$ cat src/rtl/ab_link_arbiter.sv
// -----------------------------------------------------------------------------
// ab_link_arbiter
//
// Round-robin packet arbiter sharing the single A-to-B data link among
// NUM_REQ upstream requesters. Once a requester is granted it keeps the link
// until the last beat of its packet has been accepted. Accepted beats pass
// through a one-entry registered output stage that drives the link.
//
// Ports:
//   clk        in   rising-edge clock
//   rst        in   asynchronous active-high reset
//   req_valid  in   [NUM_REQ]            per-requester beat valid
//   req_data   in   [NUM_REQ*DATA_WIDTH] flattened beats, requester i at
//                                        [i*DATA_WIDTH +: DATA_WIDTH]
//   req_last   in   [NUM_REQ]            per-requester last-beat flag
//   req_ready  out  [NUM_REQ]            per-requester beat accept
//   out_valid  out                       link beat valid
//   out_data   out  [DATA_WIDTH]         link beat data
//   out_last   out                       link last-beat flag
//   out_src    out  [ID_WIDTH]           requester that produced the beat
//   out_ready  in                        downstream accept
//   busy       out                       high while a packet owns the link
//   pkt_count  out  [16]                 completed packets, wraps to 0
//
// ID_WIDTH must equal ceil(log2(NUM_REQ)); NUM_REQ ranges over 2..16.
// -----------------------------------------------------------------------------
module ab_link_arbiter #(
    parameter int DATA_WIDTH = 8,
    parameter int NUM_REQ    = 4,
    parameter int ID_WIDTH   = 2
) (
    input  logic                          clk,
    input  logic                          rst,
    input  logic [NUM_REQ-1:0]            req_valid,
    input  logic [NUM_REQ*DATA_WIDTH-1:0] req_data,
    input  logic [NUM_REQ-1:0]            req_last,
    output logic [NUM_REQ-1:0]            req_ready,
    output logic                          out_valid,
    output logic [DATA_WIDTH-1:0]         out_data,
    output logic                          out_last,
    output logic [ID_WIDTH-1:0]           out_src,
    input  logic                          out_ready,
    output logic                          busy,
    output logic [15:0]                   pkt_count
);

    typedef enum logic {
        ST_IDLE   = 1'b0,
        ST_LOCKED = 1'b1
    } state_t;

    state_t                r_state;
    state_t                w_state_next;
    logic [ID_WIDTH-1:0]   r_rr_ptr;
    logic [ID_WIDTH-1:0]   r_owner;
    logic                  r_out_valid;
    logic [DATA_WIDTH-1:0] r_out_data;
    logic                  r_out_last;
    logic [ID_WIDTH-1:0]   r_out_src;
    logic [15:0]           r_pkt_count;

    logic [ID_WIDTH-1:0]   w_grant;
    int                    w_pos;
    logic                  w_any_valid;
    logic                  w_own_valid;
    logic                  w_own_last;
    logic [DATA_WIDTH-1:0] w_own_data;
    logic                  w_can_load;
    logic                  w_take;
    logic                  w_take_last;
    logic [ID_WIDTH-1:0]   w_rr_next;

    // Round-robin search: walk offsets from the highest down to zero so the
    // closest set index at or above r_rr_ptr is the last one written.
    // NOTE: every signal driven from always_comb gets a default on entry so no
    // path leaves it unassigned, which would otherwise infer a latch.
    always_comb begin
        w_grant = r_rr_ptr;
        w_pos   = 0;
        for (int k = NUM_REQ - 1; k >= 0; k--) begin
            w_pos = int'(r_rr_ptr) + k;
            if (w_pos >= NUM_REQ) begin
                w_pos = w_pos - NUM_REQ;
            end
            if (req_valid[w_pos[ID_WIDTH-1:0]]) begin
                w_grant = w_pos[ID_WIDTH-1:0];
            end
        end
    end

    assign w_any_valid = |req_valid;

    // Select the owner's beat with constant indices only.
    always_comb begin
        w_own_valid = 1'b0;
        w_own_last  = 1'b0;
        w_own_data  = '0;
        for (int i = 0; i < NUM_REQ; i++) begin
            if (r_owner == ID_WIDTH'(i)) begin
                w_own_valid = req_valid[i];
                w_own_last  = req_last[i];
                w_own_data  = req_data[i*DATA_WIDTH +: DATA_WIDTH];
            end
        end
    end

    // The output slot can take a beat when empty or when being drained this
    // cycle, which gives full throughput inside a packet.
    assign w_can_load  = !r_out_valid || out_ready;
    assign w_take      = (r_state == ST_LOCKED) && w_own_valid && w_can_load;
    assign w_take_last = w_take && w_own_last;
    assign w_rr_next   = (r_owner == ID_WIDTH'(NUM_REQ - 1)) ? '0 : r_owner + 1'b1;

    always_comb begin
        req_ready = '0;
        for (int i = 0; i < NUM_REQ; i++) begin
            if ((r_state == ST_LOCKED) && (r_owner == ID_WIDTH'(i))) begin
                req_ready[i] = w_can_load;
            end
        end
    end

    // Next-state logic.
    always_comb begin
        w_state_next = r_state;
        case (r_state)
            ST_IDLE: begin
                if (w_any_valid) begin
                    w_state_next = ST_LOCKED;
                end
            end
            ST_LOCKED: begin
                if (w_take_last) begin
                    w_state_next = ST_IDLE;
                end
            end
            default: w_state_next = ST_IDLE;
        endcase
    end

    // NOTE: sequential state uses non-blocking assignments so every register
    // samples pre-edge values regardless of statement order.
    always_ff @(posedge clk or posedge rst) begin
        if (rst) begin
            r_state <= ST_IDLE;
        end else begin
            r_state <= w_state_next;
        end
    end

    always_ff @(posedge clk or posedge rst) begin
        if (rst) begin
            r_rr_ptr    <= '0;
            r_owner     <= '0;
            r_out_valid <= 1'b0;
            r_out_data  <= '0;
            r_out_last  <= 1'b0;
            r_out_src   <= '0;
            r_pkt_count <= '0;
        end else begin
            if ((r_state == ST_IDLE) && w_any_valid) begin
                r_owner <= w_grant;
            end

            if (w_take_last) begin
                r_rr_ptr    <= w_rr_next;
                r_pkt_count <= r_pkt_count + 16'd1;
            end

            // Load has priority over drain: a simultaneous accept and load
            // simply replaces the beat and keeps out_valid high.
            if (w_take) begin
                r_out_valid <= 1'b1;
                r_out_data  <= w_own_data;
                r_out_last  <= w_own_last;
                r_out_src   <= r_owner;
            end else if (out_ready) begin
                r_out_valid <= 1'b0;
            end
        end
    end

    assign out_valid = r_out_valid;
    assign out_data  = r_out_data;
    assign out_last  = r_out_last;
    assign out_src   = r_out_src;
    assign busy      = (r_state == ST_LOCKED);
    assign pkt_count = r_pkt_count;

endmodule
$ cat config.mk
export PLATFORM = sky130hd
export DESIGN_NAME = ab_link_arbiter
export DESIGN_NICKNAME = d
export VERILOG_FILES = /design/src/rtl/ab_link_arbiter.sv
export SDC_FILE = /design/constraint.sdc
export NUM_CORES = 1
export LEC_CHECK = 0
export BUFFER_PORTS_ARGS = -buffer_cell sky130_fd_sc_hd__buf_2
export CORE_ASPECT_RATIO = 1.5
export CORE_MARGIN = 2
export CORE_UTILIZATION = 50
export CTS_CLUSTER_DIAMETER = 120
export DETAILED_ROUTE_END_ITERATION = 12
export PLACE_DENSITY = 0.83
export SLEW_MARGIN = 20
export SYNTH_ARGS = -nofsm -noshare
export SYNTH_HDL_FRONTEND = slang
export SYNTH_SLANG_ARGS = --single-unit
$ cat constraint.sdc
create_clock -name clk -period 2.9 [get_ports clk]
set_input_delay 0.58 -clock clk [delete_from_list [all_inputs] [get_ports clk]]
set_output_delay 0.58 -clock clk [all_outputs]
set_load 0.02 [all_outputs]
Word level (Yosys, flattened, before mapping) --
Index checks and enable logic that the tools add are counted.
Storage, ports and cells: register bits 33, input port bits 43, word-level logic and storage cells 80
Cells by class: reductions and logical operators 13, equal/unequal tests 3, mux-type cells 38, add/subtract/negate cells 9, bitwise operators 1, order comparisons 8
Operator list (count):
- 8-bit two-way mux | 4
- 1-bit two-way mux | 20
- 2-bit two-way mux | 9
- 16-bit by 1-bit adder with 16-bit output, second input constant | 1
- 2-bit by 3-bit less-than comparator with 1-bit output, second input constant | 4
- 3-bit greater-or-equal comparator, second input constant | 3
- 1-bit binary-select mux with 2-bit select | 4
- 1-bit logical AND | 8
- 2-bit by 1-bit subtractor with 2-bit output, second input constant | 4
- 2-bit by 2-bit adder with 3-bit output, second input constant | 2
- 2-bit equality test, second input constant | 2
- 4-bit OR reduction | 1
- 2-bit by 1-bit adder with 3-bit output, second input constant | 1
- 2-bit by 3-bit greater-or-equal comparator with 1-bit output, second input constant | 1
- 2-bit by 1-bit adder with 2-bit output, second input constant | 1
- 2-bit by 1-bit equality test with 1-bit output, second input constant | 1
- 2-bit logical NOT | 1
- 1-bit one-hot mux with 2 select lines | 1
- 2-bit nonzero test | 1
- 1-bit logical NOT | 1
- 1-bit logical OR | 1
- 1-bit NOT | 1

Logic depth before layout (Yosys ltp) --
Gate-level depths: netlist of run 1.
word-level depth 10, depth in mapped cells 9, gate-level depth less buffers 7

Worst setup path before layout of run 1 --
Ideal clock, no wire load.
path type register to output, from register r_owner[0], to output req_ready[3], arrival time 1388 ps, cell stages (with the launch flop) 5, setup slack 932 ps, buffers on the path 2, data required time 2320 ps, cells stage by stage dfrtp_1 > ha_1 > buf_2 > buf_1 > and3_1
Between the ends: word-level cells in the longest chain between the ends 3
Ends and longest elaborated chain:
- from (decl) | RTL line 55 | logic [ID_WIDTH-1:0] r_owner;
- from (signal assigned) | RTL line 162 | r_owner <= w_grant;
- 2-bit equality test | RTL line 117 | if ((r_state == ST_LOCKED) && (r_owner == ID_WIDTH'(i))) begin
- 1-bit logical AND | RTL line 117
- 1-bit two-way mux | RTL line 117
- to (decl) | RTL line 37 | output logic [NUM_REQ-1:0] req_ready,
Every way passes these cells.

Worst setup path in the final report of run 1 --
from register r_owner[1], to register r_out_data[5], in the netlist out_data[5]
Between the ends: word-level cells in the longest chain between the ends 7, elaborated cells between the ends (all ways) 14, classes of those cells eq/ne: 3; mux: 8; reduce/logical: 3
Ends and longest elaborated chain:
- 2-bit logical NOT | RTL line 99 | if (r_owner == ID_WIDTH'(i)) begin
- 1-bit two-way mux (4 in a row) | RTL line 99
- 1-bit logical AND (2 in a row) | RTL line 110 | assign w_take = (r_state == ST_LOCKED) && w_own_valid && w_can_load;
- to (signal assigned) | RTL line 174 | r_out_data <= w_own_data;
- to (decl) | RTL line 57 | logic [DATA_WIDTH-1:0] r_out_data;
Parallel ways exist; a longest one is shown, timed or not. A chain may end at the register's enable or synchronous reset.

==> results of run 1 <==
==> where the power goes <==
| group | total, W | internal (W) | switching (W) |
|---|---|---|---|
| registers | 0.000743 | 0.000619 | 0.000124 |
| logic | 0.00127 | 0.000518 | 0.000756 |
| clock network | 0.000338 | 0.000165 | 0.000173 |
| total | 0.00235 | 0.00130 | 0.00105 |
==> registers in the layout, indices dropped and copies added, names as in the netlist <==
name       flops
r_rr_ptr       2
r_owner        2
out_src        2
busy           1
pkt_count     16
out_last       1
out_valid      1
out_data       8
==> cell usage in the layout, fill, tap and decap left out, types with 2 or more instances in the layout <==
cell type	netlist	layout
sky130_fd_sc_hd__a211oi_1	2	2
sky130_fd_sc_hd__a21oi_1	20	20
sky130_fd_sc_hd__a221oi_1	7	7
sky130_fd_sc_hd__and3_1	7	7
sky130_fd_sc_hd__and4_1	2	2
sky130_fd_sc_hd__buf_2	2	75
sky130_fd_sc_hd__buf_4	0	4
sky130_fd_sc_hd__clkbuf_8	0	5
sky130_fd_sc_hd__clkinv_2	0	2
sky130_fd_sc_hd__dfrtp_1	33	33
sky130_fd_sc_hd__ha_1	5	5
sky130_fd_sc_hd__inv_1	9	9
sky130_fd_sc_hd__mux2_2	2	2
sky130_fd_sc_hd__mux2_4	3	3
sky130_fd_sc_hd__nand2_1	11	11
sky130_fd_sc_hd__nand2b_1	3	3
sky130_fd_sc_hd__nand3_1	2	2
sky130_fd_sc_hd__nand4_1	7	7
sky130_fd_sc_hd__nor2_1	25	25
sky130_fd_sc_hd__nor2b_1	4	4
sky130_fd_sc_hd__nor3_1	9	9
sky130_fd_sc_hd__o21ai_0	5	5
sky130_fd_sc_hd__o21ai_1	2	2
sky130_fd_sc_hd__xnor2_1	9	9
sky130_fd_sc_hd__xor2_1	6	6
==> how the worst max path moves through the flow <==
| stage | start | endpoint | slack [ns] |
|---|---|---|---|
| final | r_owner[1] | out_data[5] | 0.60 |
| after global routing | r_owner[1] | out_data[3] | 0.43 |
| after CTS | r_owner[1] | r_rr_ptr[1] | 0.62 |
| after detailed placement | r_owner[1] | pkt_count[2] | 0.63 |
| after global placement | r_owner[1] | pkt_count[1] | 0.71 |
| after floorplan | r_owner[0] | req_ready[3] | 0.93 |
==> Yosys cell counts (3+ instances only) <==
master                     instances  area (sq um)
sky130_fd_sc_hd__nor2_1           25          93.8
sky130_fd_sc_hd__a21oi_1          20           100
sky130_fd_sc_hd__nand4_1           7          43.8
sky130_fd_sc_hd__mux2_4            3          45.0
sky130_fd_sc_hd__nand2b_1          3          18.8
sky130_fd_sc_hd__a221oi_1          7          61.3
sky130_fd_sc_hd__nor3_1            9          45.0
sky130_fd_sc_hd__nand2_1          11          41.3
sky130_fd_sc_hd__and3_1            7          43.8
sky130_fd_sc_hd__nor2b_1           4          25.0
sky130_fd_sc_hd__inv_1             9          33.8
sky130_fd_sc_hd__o21ai_0           5          25.0
sky130_fd_sc_hd__xor2_1            6          52.6
sky130_fd_sc_hd__ha_1              5          62.6
sky130_fd_sc_hd__dfrtp_1          33           826
sky130_fd_sc_hd__xnor2_1           9          78.8
==> final cells by class <==
type | instances | area share, %
tap | 42 | 2.27
sequential | 33 | 35.7
clock inverter | 3 | 0.757
inverter | 10 | 1.62
timing repair buffer | 79 | 17.5
clock buffer | 5 | 2.97
multi-input combinational | 142 | 39.2
==> routing by layer <==
layer  up-vias  global-route usage (%)  routed length, um
li1        836                       -                  -
met1       831                    29.8               1910
met2        70                    40.8               2360
met3        14                    5.58                267
met4         0                    12.6                155
met5         -                       0                  0
==> worst max-delay path: cells and delay by family, from the launching register on <==
| family | cells | cell delay (ns) |
|---|---|---|
| buffers and inverters | 2 | 0.37 |
| adder cells (fa/ha/maj) | 1 | 0.47 |
| flip-flops | 1 | 0.42 |
| AO/OA/AOI/OAI | 3 | 0.48 |
| AND/OR/NAND/NOR | 2 | 0.48 |
==> logic make-up after synthesis <==
group	after synthesis	synth area share, %
buffers and inverters	17	4.48
AO/OA/AOI/OAI	44	15.5
flip-flops	33	45.5
AND/OR/NAND/NOR	72	19.5
multiplexers	6	4.28
XOR/XNOR	15	7.24
adder cells (fa/ha/maj)	5	3.45
==> stage by stage <==
stage	total power (W)	setup WS, ns	hold WS, ns	cells	utilization, %
after global placement	0.00198	0.710	0.465	306	64.6
final	0.00235	0.600	0.366	314	67.1
after CTS	0.00236	0.622	0.377	314	67.1
after global routing	0.00253	0.428	0.413	314	67.1
after detailed placement	0.00201	0.633	0.477	306	64.6
after floorplan	0.00168	0.932	0.520	192	-
==> out/qor.log, run 1 <==
qor: synth.synth.lib_cells_used.distinct 37
qor: drt.finalWirelength 4690 um
qor: timing.layout_min_cycle_time 2.30 ns
qor: cts.cts-buffers-inserted 5
qor: global_routing.grt_remaining_overflow 0
qor: final_layout.insertedDiodeCount 0
qor: synth.yosys_register_bits 33
qor: final_layout.fill_cells 302
qor: synth.syn-num-nets 240
qor: synth.netlist_instances 192
qor: floorplanning.pin_count 76
qor: timing.min_period_over_period 79.3%
qor: synth.ys.flop_type sky130_fd_sc_hd__dfrtp_1
qor: worst_setup_path.timing.critical_path.arrival 2.51 ns
qor: final_layout.nets 319
qor: cts.number_of_buffers_inserted_for_hold_repair_after_clock_tree_synthesis 0
qor: worst_setup_path.worstSetupStartpointType register
qor: global_routing.pin_count_of_the_biggest_net_entering_global_routing 34
qor: synth.synth-async-reset-ratio 100%
qor: placement.port_buffers 75
qor: power_and_ir_drop.leakage 1.18 nW
qor: timing.report.final.setup_viol 0
qor: timing.unrepaired_setup_endpoints_after_global_routing false
qor: power_and_ir_drop.cellPowerDensity 1020 nW/um^2
qor: drt.dr_total_vias 1751
qor: cts.post_cts_buffers 0
qor: worst_setup_path.critPathMaxFanout 16
qor: drt.detail_route.vias_per_cell 5.58
qor: final_layout.area.sequential 826 sq um
qor: worst_setup_path.worst-r2r-setup-slack 0.60 ns
qor: worst_setup_path.critPathCaptureType register
qor: worst_setup_path.worstPathCellList inv_1 > ha_1 > a211oi_1 > o21ai_1 > and3_1 > buf_4 > nor2_1 > a21oi_1
qor: flow_run.number_of_max_capacitance_violations_reported 0
qor: timing.max_freq 0.435 GHz
qor: worst_setup_path.timing.reg2reg.worst_path_depth 8
qor: drt.drt-pass1-iter-count 4
qor: cts.clock_network_latency_to_the_later_pin_of_the_worst_skew_pair 0.29 ns
qor: synth.synth-warning-count 0
qor: worst_setup_path.critPathMaxStageDelay 0.47 ns
qor: power_and_ir_drop.power.ir.vdd_worst 0.000870 V
qor: cts.post_cts_resized 0
qor: drt.drcViolationCount 0
qor: placement.placed_cell_area 2230 sq um
qor: run_status.status completed
qor: synth.synth_edf_count 0
qor: synth.ys_seq_area_share 45.5%
qor: cts.cts_root_buffer sky130_fd_sc_hd__clkbuf_8
qor: global_routing.grt_pass1_wl 7550 um
qor: worst_setup_path.critical_path.slowest_cell sky130_fd_sc_hd__ha_1
qor: timing.final_max_slew_viol_count 0
qor: final_layout.layout-area-overhead-vs-synth 27.6%
qor: worst_setup_path.required 3.11 ns
qor: floorplanning.placementRows 26
qor: worst_setup_path.reg2reg_from r_owner[1]
qor: floorplanning.die_y 77.8 um
qor: drt.number_of_drc_violations_after_detailed_routing_iteration_0 23
qor: cts.max-clock-path-buffers 2
qor: floorplanning.die_area 4140 sq um
qor: timing.max_slew_margin 65.8%
qor: cts.cts_tree done
qor: synth.synth.avg_cell_area 9.45 sq um
qor: synth.syn-cell-area 1810 sq um
qor: global_routing.first_global_vias 1691
qor: cts.ctsHtreeMaxLevel 2
qor: worst_setup_path.critical_path_class register to register
qor: floorplanning.core 3450 sq um
qor: drt.final_antenna_net_count 0
qor: global_routing.antenna_found_initial 0
qor: worst_setup_path.reg2reg_end out_data[5]
qor: drt.wl_per_cell 14.9 um
qor: global_routing.grt.total_usage 24.9%
qor: timing.worstMarginPinSlew 0.500 ns
qor: timing.timing.final.hold_violations 0
qor: final_layout.finish.instance_area 2310 sq um
qor: min_path.worstHoldPathType input port to async pin
qor: placement.gp_routability_congestion 0.825
qor: cts.clock_sink_count 33
qor: final_layout.multi_input_comb_area 907 sq um
qor: timing.setup_total_negative_slack 0 ns
qor: cts.clock_slew_seen_by_the_registers_of_the_worst_setup_and_hold_paths 0.07 ns
qor: floorplanning.start_util 52.6%
qor: floorplanning.die_w 53.2 um
qor: placement.detailed_place_hpwl 3510 um
qor: final_layout.final_layout_size_suffix_gt1_share 34.6%
qor: timing.fin_clk_skew 0.00675 ns
Power figures use the tool's default switching activity.
==> run 2, diff against run 1 <==
- ABC_AREA: default -> 1
- CORE_UTILIZATION: 50 -> 45
- PLACE_DENSITY: 0.83 -> 0.76
- clock period: 2.9 -> 2.08 ns (I/O delays scaled with it)
==> run 2 against run 1 <==
  * Cell count rose by 45%
  * Area after synthesis rose by 22%
  * Register-to-register slack got worse by 0.33 ns
  * Hold slack got worse by 0.15 ns
  * Synthesized cell count rose by 62%
  * Highest routed layer unchanged
  * Utilization fell by 9.3 points
==> out/qor.log, run 2 <==
qor: run_status.status completed [unchanged]
qor: cts.clock_network_latency_to_the_later_pin_of_the_worst_skew_pair 0.28 ns [was 0.29 ns]
qor: synth.netlist_instances 311 [was 192]
qor: cts.post_cts_buffers 0 [unchanged]
qor: drt.detail_route.vias_per_cell 4.90 [was 5.58]
qor: synth.ys.flop_type sky130_fd_sc_hd__dfrtp_1 [unchanged]
qor: cts.cts_root_buffer sky130_fd_sc_hd__clkbuf_8 [unchanged]
qor: global_routing.grt.total_usage 20.4% [was 24.9%]
qor: global_routing.antenna_found_initial 0 [unchanged]
qor: synth.synth_edf_count 0 [unchanged]
qor: drt.number_of_drc_violations_after_detailed_routing_iteration_0 124 [was 23]
qor: synth.synth.lib_cells_used.distinct 29 [was 37]
qor: synth.synthMuxAreaShare 3.62% [was 4.28%]
qor: floorplanning.core 4770 sq um [was 3450 sq um]
qor: worst_setup_path.timing.critical_path.from r_owner[1] [unchanged]
qor: synth.synth-async-reset-ratio 100% [unchanged]
qor: placement.detailed_place_hpwl 4110 um [was 3510 um]
qor: global_routing.pin_count_of_the_biggest_net_entering_global_routing 34 [unchanged]
qor: synth.syn-num-nets 359 [was 240]
qor: final_layout.final_layout_size_suffix_gt1_share 25.2% [was 34.6%]
qor: final_layout.mostFrequentLayoutCells sky130_fd_sc_hd__nand2_1, sky130_fd_sc_hd__buf_2, sky130_fd_sc_hd__dfrtp_1 [was sky130_fd_sc_hd__buf_2, sky130_fd_sc_hd__dfrtp_1, sky130_fd_sc_hd__nor2_1]
qor: worst_setup_path.critPathMaxFanout 4 [was 16]
qor: synth.synth-simple-area-share 29.5% [was 19.5%]
qor: cts.number_of_buffers_inserted_for_hold_repair_after_clock_tree_synthesis 0 [unchanged]
qor: drt.wl_per_cell 11.6 um [was 14.9 um]
qor: floorplanning.die_y 89.8 um [was 77.8 um]
qor: cts.cts-buffers-inserted 5 [unchanged]
qor: floorplanning.start_util 46.3% [was 52.6%]
qor: timing.timing.final.hold_violations 0 [unchanged]
qor: drt.dr_total_vias 2231 [was 1751]
qor: drt.drcViolationCount 0 [unchanged]
qor: cts.ctsHtreeMaxLevel 2 [unchanged]
qor: worst_setup_path.required 1.66 ns [was 3.11 ns]
qor: timing.max_freq 0.536 GHz
qor: final_layout.finish.instance_area 2760 sq um [was 2310 sq um]
qor: timing.final_max_slew_viol_count 0 [unchanged]
qor: synth.syn-cell-area 2210 sq um [was 1810 sq um]
qor: final_layout.insertedDiodeCount 0 [unchanged]
qor: timing.min_period_over_period 89.7%
qor: synth.yosys_top_cell_by_area sky130_fd_sc_hd__dfrtp_1 [unchanged]
qor: synth.synth.avg_cell_area 7.11 sq um [was 9.45 sq um]
qor: cts.clock_sink_count 33 [unchanged]
qor: drt.final_antenna_net_count 0 [unchanged]
qor: worst_setup_path.worstSetupStartpointType register [unchanged]
qor: worst_setup_path.timing.reg2reg.worst_path_depth 9 [was 8]
qor: global_routing.grt_remaining_overflow 0 [unchanged]
qor: drt.drt-pass1-iter-count 4 [unchanged]
qor: synth.post_synth_main_area_contributors sky130_fd_sc_hd__dfrtp_1, sky130_fd_sc_hd__nand2_1, sky130_fd_sc_hd__o21ai_0, sky130_fd_sc_hd__a21oi_1, sky130_fd_sc_hd__inv_1 [was sky130_fd_sc_hd__dfrtp_1, sky130_fd_sc_hd__a21oi_1, sky130_fd_sc_hd__nor2_1, sky130_fd_sc_hd__xnor2_1, sky130_fd_sc_hd__ha_1]
qor: synth.yosys-top-cells-count sky130_fd_sc_hd__nand2_1, sky130_fd_sc_hd__dfrtp_1, sky130_fd_sc_hd__o21ai_0, sky130_fd_sc_hd__inv_1, sky130_fd_sc_hd__nor2_1 [was sky130_fd_sc_hd__dfrtp_1, sky130_fd_sc_hd__nor2_1, sky130_fd_sc_hd__a21oi_1, sky130_fd_sc_hd__nand2_1]
qor: final_layout.largest_register_ff_count 16 [unchanged]
qor: cts.post_cts_resized 0 [unchanged]
qor: placement.placed_cell_area 2660 sq um [was 2230 sq um]
qor: synth.most_numerous_cell_in_the_yosys_netlist sky130_fd_sc_hd__nand2_1 [was sky130_fd_sc_hd__dfrtp_1]
qor: timing.report.final.setup_viol 0 [unchanged]
qor: timing.unrepaired_setup_endpoints_after_global_routing false [unchanged]
qor: floorplanning.die_area 5500 sq um [was 4140 sq um]
qor: power_and_ir_drop.power.ir.vdd_worst 0.000584 V [was 0.000870 V]
qor: worst_setup_path.critPathCaptureType output pin [was register]
qor: drt.finalWirelength 5270 um [was 4690 um]
qor: global_routing.first_global_vias 2060 [was 1691]
qor: worst_setup_path.timing.critical_path.arrival 1.45 ns [was 2.51 ns]
qor: worst_setup_path.cp-endpoint req_ready[1] [was out_data[5]]
qor: final_layout.layout-area-overhead-vs-synth 24.7% [was 27.6%]
qor: power_and_ir_drop.leakage 1.53 nW [was 1.18 nW]
qor: synth.main_combinational_cell_family_by_area_after_synthesis simple AND/OR/NAND/NOR gates [unchanged]
qor: synth.synthAdderAreaFrac 2.83% [was 3.45%]
qor: global_routing.grt_pass1_wl 8780 um [was 7550 um]
qor: worst_setup_path.reg2reg_from r_owner[1] [unchanged]
qor: timing.max_slew_margin 72.5% [was 65.8%]
qor: cts.max-clock-path-buffers 2 [unchanged]
qor: floorplanning.pin_count 76 [unchanged]
qor: synth.ys_seq_area_share 37.4% [was 45.5%]
qor: floorplanning.die_w 61.2 um [was 53.2 um]
qor: synth.synth_top_area_share 37.4% [was 45.5%]
qor: placement.port_buffers 75 [unchanged]
qor: power_and_ir_drop.cellPowerDensity 1330 nW/um^2 [was 1020 nW/um^2]
qor: placement.gp_routability_congestion 0.834 [was 0.825]
qor: worst_setup_path.worst-r2r-setup-slack 0.27 ns [was 0.60 ns]
qor: worst_setup_path.critical_path_class register to output pin [was register to register]
qor: final_layout.layout.core_utilization 57.8% [was 67.1%]
qor: cts.cts_tree done [unchanged]
qor: worst_setup_path.reg2reg_end r_rr_ptr[1] [was out_data[5]]
qor: synth.synth_compound_gate_area_share 13.3% [was 15.5%]
qor: timing.layout_min_cycle_time 1.87 ns
qor: final_layout.layout.cells.most_common sky130_fd_sc_hd__nand2_1 [was sky130_fd_sc_hd__buf_2]
qor: timing.worstMarginPinSlew 0.409 ns [was 0.500 ns]
qor: flow_run.number_of_max_capacitance_violations_reported 0 [unchanged]
qor: final_layout.nets 436 [was 319]
qor: synth.yosys_register_bits 33 [unchanged]
qor: synth.yosys.area_share.xor_xnor 5.55% [was 7.24%]
qor: cts.clock_slew_seen_by_the_registers_of_the_worst_setup_and_hold_paths 0.07 ns [about the same]
qor: floorplanning.placementRows 31 [was 26]
qor: min_path.worstHoldPathType input port to async pin [unchanged]
qor: timing.fin_clk_skew 0.00493 ns [was 0.00675 ns]
qor: synth.synth-warning-count 0 [unchanged]
qor: timing.setup_total_negative_slack 0 ns [unchanged]
==> run 2: cell count changes in the layout (fill, tap and decap cells not counted), moves of 5 or more <==
cell                       before  now
sky130_fd_sc_hd__inv_1          9   24
sky130_fd_sc_hd__nand3_1        2   15
sky130_fd_sc_hd__nor3_1         9    4
sky130_fd_sc_hd__nand2_1       11  105
sky130_fd_sc_hd__nand4_1        7    2
sky130_fd_sc_hd__o21ai_0        5   29
sky130_fd_sc_hd__and3_1         7    1
sky130_fd_sc_hd__a221oi_1       7    0
sky130_fd_sc_hd__mux2i_1        1    8
==> run 2: per-stage QoR <==
step	power (W)	hold slack [ns]	setup WS [ns]	cells
2_1_floorplan	0.00260	0.524	0.309	311
3_3_place_gp	0.00314	0.464	0.274	447
3_5_place_dp	0.00317	0.474	0.280	447
4_1_cts	0.00371	0.224	0.204	455
5_1_grt	0.00401	0.232	0.0365	455
6_report	0.00367	0.211	0.213	455
==> run 2: cell type report <==
class | instances | area [sq um]
Fill cell | 481 | 2010
Multi-Input combinational cell | 239 | 1210
Inverter | 26 | 100
Clock buffer | 7 | 96.3
Sequential cell | 33 | 826
Timing Repair Buffer | 83 | 435
Tap cell | 66 | 82.6
Clock inverter | 1 | 5.00
==> run 2: per-layer routing <==
layer | up-vias | share of wire (%) | wire length, um | track usage [%]
met1 | 1022 | 43 | 2260 | 24.9
met2 | 54 | 52 | 2750 | 35.4
li1 | 1149 | - | - | -
met3 | 6 | 4.0 | 211 | 4.32
met4 | 0 | 0.83 | 44 | 4.89
met5 | - | 0 | 0 | 0
==> run 2: logic make-up (layout without fill, tap and decap cells) <==
logic type               after synthesis  in the layout
flip-flops                            33             33
adder cells (fa/ha/maj)                5              5
multiplexers                           8              8
AND/OR/NAND/NOR                      157            157
buffers and inverters                 39            117
AO/OA/AOI/OAI                         55             55
XOR/XNOR                              14             14
==> run 2: how the worst min path moves through the flow <==
stage | startpoint | to | slack [ns] | cells past startpoint
floorplan | r_owner[0] | r_owner[0] | 0.52 | 2
global placement | out_last | out_last | 0.46 | 2
detailed placement | out_data[0] | out_data[0] | 0.47 | 2
CTS | rst | pkt_count[13] | 0.22 | 3
global route | rst | out_data[1] | 0.23 | 3
finish | rst | out_data[0] | 0.21 | 3
==> run 2: power breakdown <==
part           total [W]  switching [W]  leakage (nW)  internal [W]
combinational    0.00213        0.00138          1.04      0.000751
sequential       0.00101       0.000178         0.430      0.000837
clock           0.000523       0.000224        0.0542      0.000299
total            0.00367        0.00178          1.53       0.00189
==> run 2: critical path: stages (launching register included) <==
cell,delay [ns]
sky130_fd_sc_hd__dfrtp_1,0.43
sky130_fd_sc_hd__inv_1,0.11
sky130_fd_sc_hd__ha_1,0.22
sky130_fd_sc_hd__inv_4,0.05
sky130_fd_sc_hd__nor3_1,0.18
sky130_fd_sc_hd__buf_2,0.19
==> run 3, diff against run 2 <==
==> constraint.sdc (replaced) <==
create_clock -name clk -period 2.08 [get_ports clk]
set_input_delay 0.104 -clock clk [delete_from_list [all_inputs] [get_ports clk]]
set_output_delay 0.104 -clock clk [all_outputs]
set_load 0.02 [all_outputs]
==> run 3 against run 2 <==
  * Die area unchanged
  * Utilization up 0.21 points
  * Sequential power about the same
  * Wire length up 0.78%
  * Clock power about the same
  * Combinational power about the same
  * Sequential cell count unchanged
  * Setup slack better by 0.039 ns
  * Largest cell class unchanged
  * Largest power group unchanged
==> out/qor.log, run 3 (same netlist as run 2, synthesis figures left out) <==
qor: cts.clock_sink_count 33 [unchanged]
qor: timing.fin_clk_skew 0.00531 ns [was 0.00493 ns]
qor: power_and_ir_drop.internal_power 0.00189 W [about the same]
qor: power_and_ir_drop.power.share.clock 14.3% [about the same]
qor: worst_setup_path.required 2.30 ns [was 1.66 ns]
qor: final_layout.largest_register_ff_count 16 [unchanged]
qor: worst_setup_path.reg2reg_from r_owner[1] [unchanged]
qor: drt.drt-pass1-iter-count 4 [unchanged]
qor: placement.detailed_place_hpwl 4110 um [unchanged]
qor: cts.clock_network_latency_to_the_later_pin_of_the_worst_skew_pair 0.28 ns [about the same]
qor: power_and_ir_drop.p_seq_share 27.6% [was 27.7%]
qor: global_routing.pin_count_of_the_biggest_net_entering_global_routing 34 [unchanged]
qor: floorplanning.die_area 5500 sq um [unchanged]
qor: global_routing.grt_remaining_overflow 0 [unchanged]
qor: cts.cts_root_buffer sky130_fd_sc_hd__clkbuf_8 [unchanged]
qor: floorplanning.placementRows 31 [unchanged]
qor: global_routing.first_global_vias 2072 [was 2060]
qor: drt.final_antenna_net_count 0 [unchanged]
qor: global_routing.antenna_found_initial 0 [unchanged]
qor: floorplanning.core 4770 sq um [unchanged]
qor: timing.setup_total_negative_slack 0 ns [unchanged]
qor: cts.ctsHtreeMaxLevel 2 [unchanged]
qor: drt.dr_total_vias 2246 [was 2231]
qor: worst_setup_path.critical_path.slowest_cell sky130_fd_sc_hd__dfrtp_1 [unchanged]
qor: global_routing.grt_pass1_wl 8790 um [was 8780 um]
qor: worst_setup_path.worst-r2r-setup-slack 0.25 ns [was 0.27 ns]
qor: floorplanning.start_util 46.3% [unchanged]
qor: worst_setup_path.timing.reg2reg.worst_path_depth 9 [unchanged]
qor: timing.max_freq 0.547 GHz [was 0.536 GHz]
qor: placement.port_buffers 75 [unchanged]
qor: final_layout.mostFrequentLayoutCells sky130_fd_sc_hd__nand2_1, sky130_fd_sc_hd__buf_2, sky130_fd_sc_hd__dfrtp_1 [unchanged]
qor: cts.max-clock-path-buffers 2 [unchanged]
qor: drt.number_of_drc_violations_after_detailed_routing_iteration_0 137 [was 124]
qor: power_and_ir_drop.total_switching_power 0.00179 W [was 0.00178 W]
qor: min_path.hold-path-cell-count 3
qor: min_path.holdPathEnd out_data[1]
qor: placement.gp_routability_congestion 0.834 [unchanged]
qor: worst_setup_path.worstPathCellList inv_1 > ha_1 > buf_4 > a21oi_1 > nand2_1 > a22oi_4 > buf_4 > o21ai_0 > nand2_1 [was inv_1 > ha_1 > inv_4 > nor3_1 > buf_2]
qor: final_layout.insertedDiodeCount 0 [unchanged]
qor: final_layout.fill_cells 480 [was 481]
qor: run_status.status completed [unchanged]
qor: drt.finalWirelength 5310 um [was 5270 um]
qor: power_and_ir_drop.cellPowerDensity 1330 nW/um^2 [about the same]
qor: final_layout.layout-area-overhead-vs-synth 25.2% [was 24.7%]
qor: power_and_ir_drop.combinational_cell_fraction_of_total_power 58.2% [was 58.1%]
qor: drt.detail_route.vias_per_cell 4.93 [was 4.90]
qor: timing.layout_min_cycle_time 1.83 ns [was 1.87 ns]
qor: final_layout.nets 437 [was 436]
qor: power_and_ir_drop.netSwitchingFraction 48.7% [was 48.6%]
qor: timing.final_max_slew_viol_count 0 [unchanged]
qor: worst_setup_path.critical_path_class register to register [was register to output pin]
qor: worst_setup_path.critPathMaxStageDelay 0.41 ns [was 0.43 ns]
qor: drt.wl_per_cell 11.6 um [about the same]
qor: floorplanning.die_y 89.8 um [unchanged]
qor: cts.cts_tree done [unchanged]
qor: timing.report.final.setup_viol 0 [unchanged]
qor: worst_setup_path.critPathCaptureType register [was output pin]
qor: cts.clock_slew_seen_by_the_registers_of_the_worst_setup_and_hold_paths 0.07 ns [about the same]
qor: final_layout.final_layout_size_suffix_gt1_share 25.1% [was 25.2%]
qor: worst_setup_path.reg2reg_end r_rr_ptr[1] [unchanged]
qor: timing.max_slew_margin 72.5% [about the same]
qor: cts.cts-buffers-inserted 5 [unchanged]
qor: final_layout.layout.cells.most_common sky130_fd_sc_hd__nand2_1 [unchanged]
qor: power_and_ir_drop.leakage 1.53 nW [about the same]
qor: min_path.worstHoldPathType input port to register [was input port to async pin]
qor: floorplanning.pin_count 76 [unchanged]
qor: timing.unrepaired_setup_endpoints_after_global_routing false [unchanged]
qor: worst_setup_path.critPathMaxFanout 20 [was 4]
qor: flow_run.number_of_max_capacitance_violations_reported 0 [unchanged]
qor: worst_setup_path.worstSetupStartpointType register [unchanged]
qor: floorplanning.die_w 61.2 um [unchanged]
qor: min_path.min-delay-start req_data[25]
qor: global_routing.grt.total_usage 20.5% [was 20.4%]
qor: timing.min_period_over_period 87.8% [was 89.7%]
qor: power_and_ir_drop.report.power.total 0.00368 W [was 0.00367 W]
qor: drt.drcViolationCount 0 [unchanged]
qor: worst_setup_path.timing.critical_path.arrival 2.05 ns [was 1.45 ns]
qor: power_and_ir_drop.power.ir.vdd_worst 0.000586 V [was 0.000584 V]
qor: timing.worstMarginPinSlew 0.409 ns [about the same]
qor: timing.timing.final.hold_violations 0 [unchanged]
[run 3: area by class of cell]
cell class	count	area, sq um	area share (%)
clock inverter	1	5.00	0.181
sequential	33	826	29.8
multi-input combinational	239	1210	43.8
timing repair buffer	84	445	16.1
inverter	26	100	3.62
tap	66	82.6	2.98
clock buffer	7	96.3	3.48
[run 3: worst max-delay path by stage]
stage | start | endpoint | depth (start not counted)
after detailed placement | r_owner[0] | pkt_count[12] | 10
final | r_owner[1] | r_rr_ptr[1] | 9
after floorplan | r_owner[1] | busy | 12
after CTS | r_owner[1] | pkt_count[12] | 11
after global routing | r_owner[1] | pkt_count[11] | 10
after global placement | r_owner[0] | r_rr_ptr[0] | 9
[run 3: power by group through the flow]
stage          logic (W)  clock network (W)  registers [W]
3_3_place_gp     0.00212                  0        0.00102
3_5_place_dp     0.00214                  0        0.00102
2_1_floorplan    0.00145                  0        0.00115
4_1_cts          0.00216           0.000537        0.00101
5_1_grt          0.00240           0.000566        0.00104
6_report         0.00214           0.000526        0.00101
[run 3: critical path: cells and delay by family, from the launching register on]
| kind | cells | cell delay, ns |
|---|---|---|
| buf+inv | 3 | 0.53 |
| fa+ha+maj | 1 | 0.23 |
| compound gates | 3 | 0.41 |
| simple gates | 2 | 0.17 |
| flops | 1 | 0.41 |
[run 3: metal layers]
layer / vias up / wire length [um] / global-route usage (%) / part of all wire, %
li1: 1151 / - / - / -
met1: 1034 / 2260 / 24.8 / 43
met2: 57 / 2780 / 35.5 / 52
met3: 4 / 229 / 4.32 / 4.3
met4: 0 / 46 / 5.07 / 0.87
met5: - / 0 / 0 / 0
[run 3: stage by stage]
stage	util [%]	instances	hold slack, ns	worst slack (ns)	instance area (sq um)
3_5_place_dp	55.7	447	0.213	0.280	2660
4_1_cts	58.0	456	0.117	0.247	2770
6_report	58.0	456	0.120	0.253	2770
3_3_place_gp	55.7	447	0.207	0.274	2660
5_1_grt	58.0	456	0.126	0.0365	2770
2_1_floorplan	-	311	0.233	0.401	2210
[run 3: what timing repair did]
action                    in CTS  in global routing
hold endpoints to repair      33                  0
hold buffers                   1                  0
buffers inserted               0                  0
resized for setup              0                  0
